File: src/rtl/alu_result_uart_tx_if.sv
// Handshake bundle between the control FSM and the ALU-result UART transmitter.
interface alu_result_uart_tx_if #(
    parameter int LENGTH = 32
);
    logic              start;
    logic [LENGTH-1:0] data_in;
    logic              tx;
    logic              busy;
    logic              done;

    modport master (output start, output data_in, input tx, input busy, input done);
    modport slave  (input start, input data_in, output tx, output busy, output done);
endinterface

File: src/rtl/alu_result_uart_tx.sv
// Serialises a LENGTH-bit ALU result as LENGTH/8 UART frames, LSB byte first.
// Define UART_TX_PARITY_EN to insert an even-parity bit between the data and stop bits.
module alu_result_uart_tx #(
    parameter int LENGTH       = 32,
    parameter int CLKS_PER_BIT = 434
) (
    input  logic                 clk,
    input  logic                 rst_n,
    alu_result_uart_tx_if.slave  bus
);
    // state  | meaning
    // IDLE   | line high, waiting for start
    // START  | start bit (tx=0)
    // DATA   | 8 data bits, LSB first
    // PARITY | even parity bit (parity build only)
    // STOP   | stop bit (tx=1), then next byte or IDLE
    localparam logic [2:0] IDLE   = 3'd0;
    localparam logic [2:0] START  = 3'd1;
    localparam logic [2:0] DATA   = 3'd2;
`ifdef UART_TX_PARITY_EN
    localparam logic [2:0] PARITY = 3'd3;
`endif
    localparam logic [2:0] STOP   = 3'd4;

    localparam int BYTES  = LENGTH / 8;
    localparam int BAUD_W = (CLKS_PER_BIT > 1) ? $clog2(CLKS_PER_BIT) : 1;
    localparam int BYTE_W = (BYTES > 1) ? $clog2(BYTES) : 1;

    logic [2:0]        r_state;
    logic [BAUD_W-1:0] r_baud;
    logic [2:0]        r_bit_cnt;
    logic [BYTE_W-1:0] r_byte_cnt;
    logic [LENGTH-1:0] r_shift;
    logic              r_done;
`ifdef UART_TX_PARITY_EN
    logic              r_parity;
`endif
    logic              w_bit_end;
    logic              w_last_byte;
    logic              w_tx;

    assign w_bit_end   = (r_baud == BAUD_W'(CLKS_PER_BIT - 1));
    assign w_last_byte = (r_byte_cnt == BYTE_W'(BYTES - 1));

    always_ff @(posedge clk or negedge rst_n) begin
        if (!rst_n) begin
            r_state    <= IDLE;
            r_baud     <= '0;
            r_bit_cnt  <= '0;
            r_byte_cnt <= '0;
            r_shift    <= '0;
            r_done     <= 1'b0;
`ifdef UART_TX_PARITY_EN
            r_parity   <= 1'b0;
`endif
        end else begin
            r_done <= 1'b0;
            case (r_state)
                IDLE: begin
                    if (bus.start) begin
                        r_shift    <= bus.data_in;
                        r_byte_cnt <= '0;
                        r_bit_cnt  <= '0;
                        r_baud     <= '0;
                        r_state    <= START;
                    end
                end
                START: begin
                    if (w_bit_end) begin
                        r_baud  <= '0;
`ifdef UART_TX_PARITY_EN
                        r_parity <= 1'b0;
`endif
                        r_state <= DATA;
                    end else begin
                        r_baud <= r_baud + 1'b1;
                    end
                end
                DATA: begin
                    if (w_bit_end) begin
                        r_baud  <= '0;
                        // Shifting out each bit leaves the next byte aligned at [7:0].
                        r_shift <= r_shift >> 1;
`ifdef UART_TX_PARITY_EN
                        r_parity <= r_parity ^ r_shift[0];
`endif
                        if (r_bit_cnt == 3'd7) begin
                            r_bit_cnt <= '0;
`ifdef UART_TX_PARITY_EN
                            r_state   <= PARITY;
`else
                            r_state   <= STOP;
`endif
                        end else begin
                            r_bit_cnt <= r_bit_cnt + 1'b1;
                        end
                    end else begin
                        r_baud <= r_baud + 1'b1;
                    end
                end
`ifdef UART_TX_PARITY_EN
                PARITY: begin
                    if (w_bit_end) begin
                        r_baud  <= '0;
                        r_state <= STOP;
                    end else begin
                        r_baud <= r_baud + 1'b1;
                    end
                end
`endif
                STOP: begin
                    if (w_bit_end) begin
                        r_baud <= '0;
                        if (w_last_byte) begin
                            r_state <= IDLE;
                            r_done  <= 1'b1;
                        end else begin
                            r_byte_cnt <= r_byte_cnt + 1'b1;
                            r_state    <= START;
                        end
                    end else begin
                        r_baud <= r_baud + 1'b1;
                    end
                end
                default: r_state <= IDLE;
            endcase
        end
    end

    always_comb begin
        w_tx = 1'b1;
        case (r_state)
            START:  w_tx = 1'b0;
            DATA:   w_tx = r_shift[0];
`ifdef UART_TX_PARITY_EN
            PARITY: w_tx = r_parity;
`endif
            default: w_tx = 1'b1;
        endcase
    end

    assign bus.tx   = w_tx;
    assign bus.busy = (r_state != IDLE);
    assign bus.done = r_done;
endmodule

File: src/flat_wrapper.sv
// flat-port wrapper written by rule: the top's interface ports become plain ports
module alu_result_uart_tx_flat 
#(
    parameter int LENGTH       = 32,
    parameter int CLKS_PER_BIT = 434
)
  (clk, rst_n, bus_start, bus_data_in, bus_tx, bus_busy, bus_done);
  alu_result_uart_tx_if #(.LENGTH(LENGTH)) bus_i ();
  input  logic clk;
  input  logic rst_n;
  input wire logic [$bits(bus_i.start)-1:0] bus_start;
  input wire logic [$bits(bus_i.data_in)-1:0] bus_data_in;
  output wire logic [$bits(bus_i.tx)-1:0] bus_tx;
  output wire logic [$bits(bus_i.busy)-1:0] bus_busy;
  output wire logic [$bits(bus_i.done)-1:0] bus_done;
  assign bus_i.start = bus_start;
  assign bus_i.data_in = bus_data_in;
  assign bus_tx = bus_i.tx;
  assign bus_busy = bus_i.busy;
  assign bus_done = bus_i.done;
  alu_result_uart_tx #(.LENGTH(LENGTH), .CLKS_PER_BIT(CLKS_PER_BIT)) u_core (.clk(clk), .rst_n(rst_n), .bus(bus_i));
endmodule
File: config.mk
export PLATFORM = sky130hd
export DESIGN_NAME = alu_result_uart_tx_flat
export DESIGN_NICKNAME = d
export VERILOG_FILES = /design/src/rtl/alu_result_uart_tx_if.sv /design/src/rtl/alu_result_uart_tx.sv /design/src/flat_wrapper.sv
export SDC_FILE = /design/constraint.sdc
export NUM_CORES = 1
export LEC_CHECK = 0
export CORE_MARGIN = 8
export CORE_UTILIZATION = 54
export DETAILED_ROUTE_END_ITERATION = 12
export GPL_TIMING_DRIVEN = 0
export PLACE_DENSITY = 0.88
export RECOVER_POWER = 50
export SLEW_MARGIN = 5
export SYNTH_ARGS = -nofsm -noshare
export SYNTH_HDL_FRONTEND = slang
export SYNTH_SLANG_ARGS = --single-unit
export TNS_END_PERCENT = 5
File: constraint.sdc
create_clock -name clk -period 2.2 [get_ports clk]
set_input_delay 0.33 -clock clk [delete_from_list [all_inputs] [get_ports clk]]
set_output_delay 0.33 -clock clk [all_outputs]
set_load 0.005 [all_outputs]
; Word level (Yosys, flattened, before mapping)
; Cells that the tools add are included.
[totals]
ff_bits = 50
output_inout_bits = 3
wordCells = 56
[op_classes]
n_addsub = 3
n_eq_ne = 12
n_mux = 25
reduce_logical = 10
[op_table]
columns = op, count
row1 = $mux 32, 2
row2 = $pmux 32 s2, 1
row3 = $mux 3, 8
row4 = $mux 9, 2
row5 = $pmux 9 s2, 1
row6 = $pmux 3 s4, 1
row7 = $add 9x1->9 const B, 1
row8 = $eq 9x9->1 const B, 1
row9 = $ne 2x1->1 const B, 4
row10 = $eq 3x3->1 const B, 2
row11 = $mux 2, 3
row12 = $pmux 3 s2, 1
row13 = $reduce_bool 2->1, 3
row14 = $reduce_and 5->1, 1
row15 = $mux 1, 4
row16 = $ne 2x2->1 const B, 2
row17 = $pmux 2 s2, 1
row18 = $reduce_and 4->1, 1
row19 = $add 3x1->3 const B, 1
row20 = $eq 3x1->1 const B, 1
row21 = $eq 3x2->1 const B, 1
row22 = $logic_not 3->1, 1
row23 = $reduce_and 3->1, 1
row24 = $reduce_bool 3->1, 1
row25 = 5 further kinds, 5

; Depth between registers and ports, before layout
; Gate-level depths: netlist (run 1).
[depth]
word_depth = 4
mapped_depth = 7
mapped_depth_nobuf = 6

; Worst setup path before layout (run 1)
; No wires, ideal clock.
[synth_timing]
path_kind = register -> register
startpoint = register u_core.r_baud[3]
endpoint = register u_core.r_bit_cnt[0]
setup_ps = 121
arrival_time_ps = 1609
required_ps = 2079
path_slack_ps = 470
stages_incl_launch_ff = 6
path_buffers = 1
synth_period_minus_slack_ps = 1730
path_cell_list = dfrtp_1 nor4b_1 and3_1 buf_4 mux2_2 a22o_1
[synth_between]
elab_chain_cells = 3
[synth_lines]
columns = element, line_no
row1 = from (decl), alu_result_uart_tx.sv:30  ; logic [BAUD_W-1:0] r_baud;
row2 = from (signal assigned), alu_result_uart_tx.sv:76  ; r_baud <= r_baud + 1'b1;
row3 = from (signal assigned), alu_result_uart_tx.sv:98  ; r_baud <= r_baud + 1'b1;
row4 = from (signal assigned), alu_result_uart_tx.sv:122  ; r_baud <= r_baud + 1'b1;
row5 = $eq 9x9->1, alu_result_uart_tx.sv:42  ; assign w_bit_end = (r_baud == BAUD_W'(CLKS_PER_BIT - 1));
row6 = $ne 2x1->1 (no source line), n/a
row7 = $reduce_and 3->1 (no source line), n/a
row8 = to (signal assigned), alu_result_uart_tx.sv:95  ; r_bit_cnt <= r_bit_cnt + 1'b1;
row9 = to (decl), alu_result_uart_tx.sv:31  ; logic [2:0] r_bit_cnt;
; No other way between the ends.
; A chain may end at the register's enable or synchronous reset.

; Worst setup path in the final report (run 1)
[layout_timing]
startpoint = register u_core.r_state[1]
endpoint = output port bus_tx
[layout_between]
elab_chain_cells = 2
[layout_lines]
columns = element, line_no
row1 = from (decl), alu_result_uart_tx.sv:29  ; logic [2:0] r_state;
row2 = from (signal assigned), alu_result_uart_tx.sv:47  ; r_state <= IDLE;
row3 = from (signal assigned), alu_result_uart_tx.sv:65  ; r_state <= START;
row4 = from (signal assigned), alu_result_uart_tx.sv:74  ; r_state <= DATA;
row5 = $eq 3x2->1 / $eq 3x1->1 (equally long branches), alu_result_uart_tx.sv:132  ; case (r_state)
row6 = $pmux 1 s2 (*), alu_result_uart_tx.sv:132
row7 = to (decl), flat_wrapper.sv:13  ; output wire logic [$bits(bus_i.tx)-1:0] bus_tx;
; Every way passes the cells marked *; elsewhere a longest branch is shown, timed or not.

==> results of run 1 <==
## sequential cells by signal, indices dropped and copies added, names as in the netlist
name	count
u_core.r_bit_cnt	3
u_core.r_state	3
u_core.r_shift	32
u_core.r_baud	9
u_core.r_byte_cnt	2
u_core.bus.done	1
## cell families (layout without fill, tap and decap cells)
group / Yosys count / in the layout / synth area share
muxes: 4 / 4 / 0.0163
and+or+nand+nor: 87 / 87 / 0.217
AOI/OAI and AO/OA: 63 / 63 / 0.217
buffers and inverters: 18 / 63 / 0.0339
adders and majority gates: 6 / 6 / 0.0282
DFF: 50 / 50 / 0.478
xor gates and xnor gates: 3 / 3 / 0.0100
## synthesized netlist by cell type (3+ instances only)
| cell type | instances |
|---|---|
| dfrtp_1 | 50 |
| nand2b_1 | 33 |
| a22o_1 | 3 |
| a21oi_1 | 4 |
| o221a_2 | 31 |
| xnor2_1 | 3 |
| inv_1 | 4 |
| nor3_1 | 4 |
| nand3_1 | 5 |
| clkbuf_1 | 7 |
| buf_4 | 5 |
| nand2_1 | 12 |
| nor2_1 | 4 |
| a31oi_1 | 6 |
| ha_1 | 5 |
| o21ai_0 | 8 |
## layout by cell type, fill, tap and decap left out, types with 3 or more instances in the layout
master and count:
dfrtp_1 49, clkdlybuf4s50_1 35, nand2b_1 33, o221a_2 31, nand2_1 12, o21ai_0 8, clkbuf_1 7, a31oi_1 6
clkbuf_8 6, buf_4 5, nand3_1 5, ha_1 5, inv_1 4, nor2_1 4, nor3_1 4, a21oi_1 4
xnor2_1 3, a22o_1 3
## routing by layer
| layer | vias to the layer above | wire length, µm | share of wire |
|---|---|---|---|
| met1 | 1007 | 2520 | 0.45 |
| met4 | 0 | 114 | 0.021 |
| met3 | 7 | 202 | 0.036 |
| met2 | 44 | 2720 | 0.49 |
| met5 | - | 0 | 0 |
| li1 | 966 | - | - |
## through the flow
step / utilization / total power [W] / worst slack, ns / hold slack (ns)
final: 0.673 / 0.00269 / 0.125 / 0.525
after global routing: 0.673 / 0.00285 / 0.00970 / 0.578
after CTS: 0.677 / 0.00272 / 0.0279 / 0.419
after detailed placement: 0.654 / 0.00213 / 0.0792 / 0.231
after global placement: 0.651 / 0.00209 / -0.625 / 0.519
after floorplan: - / 0.00191 / 0.470 / 0.0344
## cell type report
class	count	area [µm²]	share of cell area
tap	54	67.6	0.0214
multi-input combinational	163	1280	0.404
inverter	4	15.0	0.00475
sequential	50	1250	0.396
timing repair buffer	39	379	0.120
clock buffer	6	82.6	0.0261
clock inverter	2	17.5	0.00554
buffer	12	67.6	0.0214
## power by group through the flow
stage                     combinational [W]  clock, W  sequential (W)
final                              0.000633  0.000572         0.00149
after global routing               0.000705  0.000620         0.00153
after CTS                          0.000646  0.000592         0.00148
after detailed placement           0.000641         0         0.00149
after global placement             0.000605         0         0.00148
after floorplan                    0.000488         0         0.00142
## final timing paths
check | startpoint | to | slack (ns) | depth (start not counted)
worst max-delay path | u_core.r_state[1] | bus_tx | 0.13 | 5
worst min-delay path | rst_n | u_core.r_bit_cnt[0] | 0.53 | 2
worst max register to register | u_core.r_baud[3] | u_core.r_bit_cnt[0] | 0.26 | 5
worst min register to register | u_core.r_bit_cnt[2] | u_core.r_bit_cnt[2] | 0.55 | 1
max in group asynchronous | rst_n | u_core.r_state[0] | 0.37 | 3
min in group clk | u_core.r_bit_cnt[2] | u_core.r_bit_cnt[2] | 0.55 | 1
## timing repair
action                                  in CTS  in global routing
hold buffers                                 1                  0
resized for setup                            1                  1
endpoints found under the setup margin       1                  1
pin swaps                                    0                  0
hold endpoints to repair                    10                  0
==> metrics.txt, run 1 <==
Setup CP Type flip-flop to output pin; number of I/O pins 38; DP HPWL between 4000 and 5000 µm; Clock Path Buffers 2; Async SR Flop Fraction 1.00; routed wire length per instance roughly 17 µm; Max Slew Vio Count 0; maxcap violations 0; via count between 2000 and 2500; port bufs 37; nets@finish ~320; Iteration-0 DRC Markers 127; Comb power frac 0.235; core area about 4700 µm²; vias per cell just over 6; HP Class primary input to asynchronous set/reset pin; initial core utilization 0.558; Yosys warning total 0; post-synthesis net count about 270; sequential area share after synthesis 0.478; GRT Total Usage 0.162; H-Tree Depth 2; Fillers 364; placed cell area approximately 3000 µm²; vias in the first global route roughly 2100; Yosys reg bits 50; Setup-failing EPs final 0; Max Fclk approximately 480 MHz; die area between 7000 and 8000 µm²; period utilization 0.943; max incr delay on CP around 0.52 ns; clock power share 0.212; Clk Tree Root Cell clkbuf_8; Synth Instances 231; crit path time final between 2 and 2.5 ns; Cell Pwr Density approximately 850 nW/µm²; P&R area growth vs syn 20.7%; antenna violations before repair 0; dominant cell type by area after synthesis dfrtp_1; first-pass iteration count of the detailed router 4; share of layout cells above drive strength 1 0.232; postcts setup bufs 0; Reg power frac 0.553; met3 usage 0.0372; switching fraction of total power 0.299; clk sink count 50; clk slew on worst S/H paths roughly 0.090 ns; worst rel slew slack 0.432; Die H between 80 and 90 µm; CTS buffer count 5; final hold viol count 0; Crit. End Element output pin; met1 global-route usage 0.200; Placer Congestion between 0.8 and 0.9; RSZ-0062 raised after global routing no; Worst-Skew Late Latency 0.31 ns; # rows 25; Antenna Cells 0; Non-Filler Instances 330; fin area 3160 µm²; pin count of the biggest net entering global routing about 40; syn avg cell area 11.3 µm²; grt ovf 0; critical path's slowest cell clkdlybuf4s50_1; cell family with most CP delay buffers and inverters; Post-Syn Area between 2000 and 3000 µm²; most used routing layer met2; CP startpoint kind flip-flop; peak supply drop between 400 and 500 µV; internal power roughly 0.0019 W; Worst Tran Pin Value approximately 0.85 ns; Die Wd ~86 µm; first-pass GRT wire length approximately 10000 µm; synth unique cells 48; crit path DAT between 1.5 and 2 ns; outcome finished clean; Static Leak roughly 1.3 nW; Critical Path RT 1.87 ns; Post-synth EDFFs 0; setup tns final 0 ns; Routed WL 5560 µm; dpl cells 323; commonest register cell after synthesis dfrtp_1; post-synth top area share 0.478; Antenna Nets Post-Route 0; Setup Skew roughly 0.008 ns; Sw Pwr just over 0.0008 W; CP Buf/Inv Count 2; DRC viols 0; CTS tree built; grt met2 use 0.264; CP max FO 18; top cells by area, synth dfrtp_1 (48%), o221a_2 (13%), nand2b_1 (7.9%), ha_1 (2.4%), nand2_1 (1.7%); crit-path cells clkbuf_4 -> nand2b_1 -> nor2_1 -> o21ai_0 -> clkdlybuf4s50_1
(Power assumes the default switching activity.)
==> inputs of run 2 (changes only) <==
Settings changed: GPL_ROUTABILITY_DRIVEN set to 1.
==> results of run 2 <==
Same layout as run 1: the final DEF is identical, and so are final timing and power.
==> inputs of run 3 (changes only) <==
Settings changed: SLEW_MARGIN 5 to unset.
==> run 3 against run 2 <==
Via count shrank 1.1%. Design area grew 0.40%. Clock power is essentially flat. Sequential power is essentially flat. Total power is essentially flat. Critical path depth is the same. Combinational power is essentially flat. Clock skew shrank 0.0029 ns. Critical path type unchanged. Largest power group unchanged.
==> metrics.txt, run 3 (synthesis gave the netlist of run 1 again) <==
outcome finished clean; DRC viols 0; vias per cell slightly above 6; via count about 2000; CP startpoint kind flip-flop; max FFs per register 32; HP Class primary input to asynchronous set/reset pin; Worst Tran Pin Value 0.616 ns; final hold viol count 0; Clk Tree Root Cell clkbuf_8; Placer Congestion 0.864; Critical Path RT around 1.9 ns; # rows 25; Routed WL around 5400 µm; CTS tree built; switching fraction of total power 0.297; Setup CP Type flip-flop to output pin; P&R area growth vs syn 21.2%; Die Wd between 80 and 90 µm; maxcap violations 0; Antenna Cells 0; initial core utilization 0.558; Worst-Skew Late Latency approximately 0.31 ns; postcts setup bufs 0; H-Tree Depth 2; RSZ-0062 raised after global routing no; Comb power frac 0.235; Static Leak 1.28 nW; share of layout cells above drive strength 1 0.232; crit path time final 2.09 ns; Non-Filler Instances between 300 and 400; port bufs 37; pin count of the biggest net entering global routing 42; Worst Reg2Reg Path Length in Cells 5; antenna violations before repair 0; internal power 0.00189 W; largest registers u_core.r_shift: 32 flops, u_core.r_baud: 9 flops; DP HPWL roughly 4000 µm; dpl cells ~320; vias in the first global route 2062; Antenna Nets Post-Route 0; grt ovf 0; first-pass iteration count of the detailed router 4; Die H between 80 and 90 µm; Fillers about 360; core area about 4700 µm²; Setup Skew about 0.0049 ns; peak supply drop between 300 and 400 µV; reg2reg setup slack about 0.28 ns; Biggest register u_core.r_shift; nets@finish roughly 320; Max Fclk between 400 and 500 MHz; r2r endpoint u_core.r_bit_cnt[0]; Sw Pwr 0.000801 W; GRT Total Usage 0.157; first-pass GRT wire length 9470 µm; number of I/O pins 38; crit path DAT 1.76 ns; clk slew on worst S/H paths around 0.09 ns; leading cell type in the layout, fill and taps excluded dfrtp_1; most frequent cells in the layout dfrtp_1 (49), clkdlybuf4s50_1 (35), nand2b_1 (33), o221a_2 (31), nand2_1 (12); Max Slew Vio Count 0; clock power share 0.213; routed wire length per instance 16.4 µm; period utilization 0.952; CP max FO 18; clk sink count 50; CTS buffer count 5; Cell Pwr Density 849 nW/µm²; Reg power frac 0.552; Setup-failing EPs final 0; hold_ws between 0.5 and 0.6 ns; die area roughly 7300 µm²; RR Startpoint u_core.r_baud[3]; Crit. End Element output pin; Clock Path Buffers 2; setup tns final 0 ns; worst rel slew slack 0.589; Iteration-0 DRC Markers 107
## run 3: worst max path at each step
stage / from / end / slack [ns] / cells past startpoint
final: u_core.r_state[1] / bus_tx / 0.11 / 5
after global routing: u_core.r_state[1] / bus_tx / 0.005 / 5
after CTS: u_core.r_state[0] / bus_tx / 0.03 / 5
after detailed placement: bus_start / u_core.r_shift[1] / 0.08 / 5
after global placement: rst_n / u_core.r_shift[4] / -0.62 / 1
after floorplan: u_core.r_baud[3] / u_core.r_bit_cnt[0] / 0.47 / 5
## run 3: cell type report
type	count	area, µm²	area share
Sequential cell	50	1250	0.395
Buffer	12	65.1	0.0205
Clock buffer	6	82.6	0.0260
Multi-Input combinational cell	163	1280	0.403
Inverter	4	15.0	0.00473
Timing Repair Buffer	39	394	0.124
Tap cell	54	67.6	0.0213
Clock inverter	2	17.5	0.00552
## run 3: worst max-delay path: stages, from the launching register on
cell and delay [ns]:
dfrtp_1 0.37, buf_2 0.22, nand2b_1 0.13, nor2_1 0.05, o21ai_0 0.16, clkdlybuf4s50_1 0.52
## run 3: stage by stage
step / instance area (µm²) / worst slack (ns) / utilization / total power (W)
3_3_place_gp: 3060 / -0.625 / 0.651 / 0.00209
2_1_floorplan: 2620 / 0.470 / - / 0.00191
5_1_grt: 3170 / 0.00523 / 0.676 / 0.00285
3_5_place_dp: 3070 / 0.0829 / 0.654 / 0.00213
4_1_cts: 3180 / 0.0348 / 0.677 / 0.00271
6_report: 3170 / 0.107 / 0.676 / 0.00269
## run 3: timing repair
| item | 4_1_cts | 5_1_grt |
|---|---|---|
| endpoints found under the hold margin | 9 | 0 |
| setup endpoints to repair | 1 | 1 |
| resized for setup | 1 | 0 |
| hold buffers | 1 | 0 |
## run 3: power groups by stage
stage | clock, W | combinational [W] | sequential (W)
after floorplan | 0 | 0.000488 | 0.00142
after global placement | 0 | 0.000605 | 0.00148
after detailed placement | 0 | 0.000639 | 0.00149
after CTS | 0.000585 | 0.000643 | 0.00148
after global routing | 0.000618 | 0.000703 | 0.00153
final | 0.000573 | 0.000633 | 0.00149
## run 3: routing by layer
layer | vias to the layer above | wire length (µm) | track usage
met3 | 11 | 290 | 0.0420
met1 | 972 | 2450 | 0.195
met4 | 0 | 119 | 0.0653
met5 | - | 0 | 0
met2 | 54 | 2560 | 0.252
li1 | 964 | - | -
